===== config.mk =====
export PLATFORM = sky130hd
export DESIGN_NAME = config_loader
export DESIGN_NICKNAME = d
export VERILOG_FILES = /design/src/rtl/config_loader.sv
export SDC_FILE = /design/constraint.sdc
export NUM_CORES = 1
export LEC_CHECK = 0
export CORE_MARGIN = 1.5
export CORE_UTILIZATION = 62
export CTS_BUF_LIST = sky130_fd_sc_hd__clkbuf_2 sky130_fd_sc_hd__clkbuf_4 sky130_fd_sc_hd__clkbuf_8
export DETAILED_ROUTE_END_ITERATION = 16
export GPL_TIMING_DRIVEN = 0
export PLACE_DENSITY = 0.87
export SLEW_MARGIN = 10
export SYNTH_ARGS = -nofsm -noshare
export SYNTH_HDL_FRONTEND = slang
export SYNTH_SLANG_ARGS = --single-unit
export TNS_END_PERCENT = 5

===== constraint.sdc =====
create_clock -name clock -period 3.3 [get_ports clock]
set_input_delay 0.33 -clock clock [delete_from_list [all_inputs] [get_ports clock]]
set_output_delay 0.33 -clock clock [all_outputs]
set_load 0.005 [all_outputs]

===== src/rtl/config_loader.sv =====
// config_loader: head-of-chain feeder for the tile configuration daisy chain.
// Accepts bitstream words over valid/ready, clears the chain, then shifts
// exactly CHAIN_LENGTH bits LSB-first into the chain while holding the fabric
// user-logic reset low. All outputs come straight from flops.
module config_loader #(
  parameter int WORD_WIDTH   = 8,
  parameter int CHAIN_LENGTH = 1024,
  parameter int CLEAR_CYCLES = 2
) (
  input  logic                  clock,
  input  logic                  nreset,
  input  logic                  start,
  input  logic [WORD_WIDTH-1:0] word_in,
  input  logic                  word_valid,
  output logic                  word_ready,
  output logic                  config_serial,
  output logic                  config_enable,
  output logic                  config_nreset,
  output logic                  fabric_nreset,
  output logic                  busy,
  output logic                  done
);

  localparam int CNT_W = $clog2(CHAIN_LENGTH + 1);
  localparam int IDX_W = (WORD_WIDTH > 1) ? $clog2(WORD_WIDTH) : 1;
  localparam int CLR_W = (CLEAR_CYCLES > 1) ? $clog2(CLEAR_CYCLES) : 1;

  localparam logic [CNT_W-1:0] LAST_BIT_C  = CNT_W'(CHAIN_LENGTH - 1);
  localparam logic [IDX_W-1:0] LAST_IDX_C  = IDX_W'(WORD_WIDTH - 1);
  localparam logic [CLR_W-1:0] CLR_LOAD_C  = CLR_W'(CLEAR_CYCLES - 1);

  typedef enum logic [2:0] {
    S_IDLE      = 3'd0,
    S_CLEAR     = 3'd1,
    S_WAIT_WORD = 3'd2,
    S_SHIFT     = 3'd3,
    S_DONE      = 3'd4
  } state_t;

  state_t                state_r;
  logic [WORD_WIDTH-1:0] shift_r;
  logic [IDX_W-1:0]      idx_r;
  logic [CNT_W-1:0]      bit_cnt_r;
  logic [CLR_W-1:0]      clr_cnt_r;

  // Loader FSM: sequencing, counters and every registered output in one place.
  always_ff @(posedge clock) begin
    if (!nreset) begin
      state_r       <= S_IDLE;
      shift_r       <= '0;
      idx_r         <= '0;
      bit_cnt_r     <= '0;
      clr_cnt_r     <= '0;
      word_ready    <= 1'b0;
      config_serial <= 1'b0;
      config_enable <= 1'b0;
      config_nreset <= 1'b1;
      fabric_nreset <= 1'b0;
      busy          <= 1'b0;
      done          <= 1'b0;
    end else begin
      case (state_r)
        S_IDLE, S_DONE: begin
          // Only a quiescent loader honours start; DONE stays sticky otherwise.
          if (start) begin
            state_r       <= S_CLEAR;
            clr_cnt_r     <= CLR_LOAD_C;
            bit_cnt_r     <= '0;
            config_nreset <= 1'b0;
            busy          <= 1'b1;
            done          <= 1'b0;
            fabric_nreset <= 1'b0;
          end else begin
            state_r <= state_r;
          end
        end

        S_CLEAR: begin
          if (clr_cnt_r == '0) begin
            state_r       <= S_WAIT_WORD;
            config_nreset <= 1'b1;
            word_ready    <= 1'b1;
          end else begin
            clr_cnt_r <= clr_cnt_r - CLR_W'(1);
          end
        end

        S_WAIT_WORD: begin
          // The chain is frozen (enable low) for as long as the source stalls.
          if (word_valid && word_ready) begin
            state_r       <= S_SHIFT;
            word_ready    <= 1'b0;
            config_enable <= 1'b1;
            config_serial <= word_in[0];
            shift_r       <= word_in >> 1'b1;
            idx_r         <= '0;
          end else begin
            state_r <= S_WAIT_WORD;
          end
        end

        S_SHIFT: begin
          bit_cnt_r <= bit_cnt_r + CNT_W'(1);
          if (bit_cnt_r == LAST_BIT_C) begin
            // Last chain bit just went out; leftover word bits are dropped.
            state_r       <= S_DONE;
            config_enable <= 1'b0;
            config_serial <= 1'b0;
            busy          <= 1'b0;
            done          <= 1'b1;
            fabric_nreset <= 1'b1;
          end else if (idx_r == LAST_IDX_C) begin
            state_r       <= S_WAIT_WORD;
            config_enable <= 1'b0;
            config_serial <= 1'b0;
            word_ready    <= 1'b1;
          end else begin
            config_serial <= shift_r[0];
            shift_r       <= shift_r >> 1'b1;
            idx_r         <= idx_r + IDX_W'(1);
          end
        end

        default: begin
          state_r       <= S_IDLE;
          word_ready    <= 1'b0;
          config_serial <= 1'b0;
          config_enable <= 1'b0;
          config_nreset <= 1'b1;
          fabric_nreset <= 1'b0;
          busy          <= 1'b0;
          done          <= 1'b0;
        end
      endcase
    end
  end

endmodule


==> results.py <==
metrics = {
    "setup_path": {
        "crit_arrival_ps": 2240,
        "r2r_end": "shift_r[3]$_SDFFE_PN0P_",
        "r2r_slack_ps": 1300,
        "path_class": "reg2reg",
        "crit_family": "simple AND/OR/NAND/NOR gates",
        "start_kind": "flop",
        "crit_fanout": 8,
        "ff2ff_path_depth": 5,
        "critPathBufInv": 0,
        "crit_path_end_kind": "flop",
        "crit_slowest_cell": "nor4_2",
        "crit_chain": "ha_1, nand4_2, nor4_2, nor2_1, a311oi_1",
        "timing.rr.start": "bit_cnt_r[0]$_SDFFE_PN0P_",
        "max_stage_delay_ps": 460,
        "required_ps": 3540,
    },
    "sta": {
        "finalSetupViolCount": 0,
        "maxSlewHeadroom_pct": 60.0,
        "fin_worst_skew_ps": 7.82,
        "fin_crit_ps": 2000,
        "hold_viol": 0,
        "fmax_ghz": 0.501,
        "drv_slew": 0,
        "worst_pin_slew_ps": 595,
        "tns_ps": 0,
        "fin_crit_sh_pct": 60.5,
        "grt_setup_unrepaired": "no",
    },
    "floorplanning": {
        "die_y_um": 53.8,
        "core_area_mm2": 0.00245,
        "die_w_um": 53.8,
        "dieArea_mm2": 0.00289,
        "ios": 19,
        "num_rows": 18,
        "start_util_pct": 65.2,
    },
    "placed_design": {
        "dpl_cell_area_mm2": 0.00182,
        "gp_congestion": 0.805,
        "dp.final_hpwl_um": 2640,
        "portBuffers": 18,
    },
    "clock_tree": {
        "numClockSinks": 31,
        "cts_hold_buffers": 0,
        "cts_root_buffer": "clkbuf_4",
        "cts_made_buffers": 5,
        "clock_latency_ps": 340,
        "cts_max_path_buffers": 2,
        "cts_post_setup_buffers_inserted": 0,
        "ctsHtreeMaxLevel": 2,
        "post_cts_resized": 0,
        "clk_pin_slew_ps": 100,
        "cts_tree": "built",
    },
    "detailed_routing": {
        "drt-initial-drc-count": 62,
        "drt-pass1-iter-count": 4,
        "wire_per_inst_um": 15.5,
        "ant_nets": 0,
        "wirelength_um": 3810,
        "dr_total_vias": 1552,
        "drc": 0,
        "viasPerCell": 6.31,
    },
    "pwr": {
        "vdd_drop_max_uv": 416,
        "p_leak_nw": 0.661,
        "p_total_uw": 852,
        "powerDensity_mw_per_mm2": 447,
    },
    "global_routing": {
        "grt_max_degree": 11,
        "grt_pass1_vias": 1415,
        "grt_pass1_wl_um": 6340,
        "grt.overflow.total": 0,
        "antenna_found_initial": 0,
        "grt_usage_pct": 30.3,
    },
    "yosys": {
        "synthesis.nets": 205,
        "synth_cells": 190,
        "synth_ff_type": "dfxtp_1",
        "avgSynthCellArea_um2": 8.42,
        "ys_ff_latch": 31,
        "synthArstFlopShare_pct": 0,
        "synth_area_mm2": 0.00160,
        "yosys_warnings": 0,
        "ys_seq_area_share_pct": 38.8,
        "netlist-cell-type-count": 43,
        "synth-edff-count": 0,
    },
    "layout": {
        "layout_common_cells": "dfxtp_1 (31), nand2_1 (21), a21oi_1 (20)",
        "layout_commonest_cell": "dfxtp_1",
        "syn2layout_area_growth_pct": 19.0,
        "num_antenna_cells": 0,
        "fin_area_mm2": 0.00190,
        "final_nets": 230,
        "drive_gt1_share_pct": 13.4,
    },
    "outcome": {
        "outcome": "finished clean",
    },
    "run": {
        "maxCapViolations": 0,
    },
    "min_path": {
        "holdCritPathClass": "reg2reg",
        "whs_path_depth": 2,
        "whs_endpoint": "shift_r[6]$_SDFFE_PN0P_",
        "hp-start": "shift_r[6]$_SDFFE_PN0P_",
    },
}
worst max path at each step:
stage                                   start                      end  slack [ps]  cells after the start
CTS                 bit_cnt_r[0]$_SDFFE_PN0P_  shift_r[3]$_SDFFE_PN0P_        1310                      5
floorplan           bit_cnt_r[0]$_SDFFE_PN0P_  shift_r[0]$_SDFFE_PN0P_        1550                      6
finish              bit_cnt_r[0]$_SDFFE_PN0P_  shift_r[3]$_SDFFE_PN0P_        1300                      5
global placement                   word_valid  shift_r[5]$_SDFFE_PN0P_        1240                      5
detailed placement                 word_valid  shift_r[3]$_SDFFE_PN0P_        1180                      5
global route        bit_cnt_r[0]$_SDFFE_PN0P_  shift_r[3]$_SDFFE_PN0P_        1130                      5
kinds of logic after synthesis:
family,Yosys count,synth area share (%)
compound gates,57,22.8
fa+ha+maj,3,2.35
buf+inv,19,5.63
flops,31,38.8
mux,4,2.74
simple gates,76,27.7
per-layer routing:
metal	track usage, %	vias to the layer above	share of wire (%)	routed length (um)
met5	0	-	0	0
met2	48.2	48	48	1850
li1	-	759	-	-
met4	10.7	0	1.1	42
met1	39.2	738	45	1710
met3	8.61	7	5.7	217
synth_stat cells, types with 3 or more instances:
master | instances | area [um^2]
nor4_1 | 4 | 25.0
dfxtp_1 | 31 | 621
nand2_1 | 21 | 78.8
a311oi_1 | 6 | 52.6
or4_1 | 3 | 22.5
clkbuf_1 | 7 | 26.3
nand4_1 | 5 | 31.3
o21ai_0 | 12 | 60.1
mux2_2 | 3 | 33.8
nor3_1 | 5 | 25.0
a21oi_1 | 20 | 100
inv_1 | 4 | 15.0
a211oi_1 | 4 | 30.0
nor2_1 | 12 | 45.0
nand3b_1 | 5 | 37.5
nand3_1 | 6 | 30.0
a21oi_2 | 6 | 52.6
ha_1 | 3 | 37.5
through the flow:
stage | cells | hold WS (ps) | setup WS, ps | utilization (%)
global route | 246 | 492 | 1130 | 77.6
CTS | 246 | 486 | 1310 | 77.6
global placement | 238 | 463 | 1240 | 74.1
detailed placement | 238 | 469 | 1180 | 74.1
floorplan | 190 | 406 | 1550 | -
finish | 246 | 491 | 1300 | 77.6
tightest hold or removal path, delay by kind of cell, from the launching register on:
family / cells / cell delay, ps
AO/OA/AOI/OAI: 2 / 130
flip-flops: 1 / 320
layout make-up:
class / count / area (um^2)
Multi-Input combinational cell: 140 / 890
Sequential cell: 31 / 621
Fill cell: 194 / 551
Timing Repair Buffer: 18 / 180
Buffer: 14 / 71.3
Clock buffer: 6 / 51.3
Tap cell: 30 / 37.5
Clock inverter: 2 / 35.0
Inverter: 5 / 18.8
power by group:
part	internal, mW	switching (mW)
clock network	0.179	0.135
logic	0.0573	0.0748
registers	0.391	0.0148
total	0.628	0.224
flip-flops by register name, summed over array words and instances (netlist names):
signal,cells
done,1
config_enable,1
shift_r,7
idx_r,3
word_ready,1
bit_cnt_r,11
config_nreset,1
clr_cnt_r,1
state_r,3
busy,1
config_serial,1
Power figures use the tool's default switching activity.
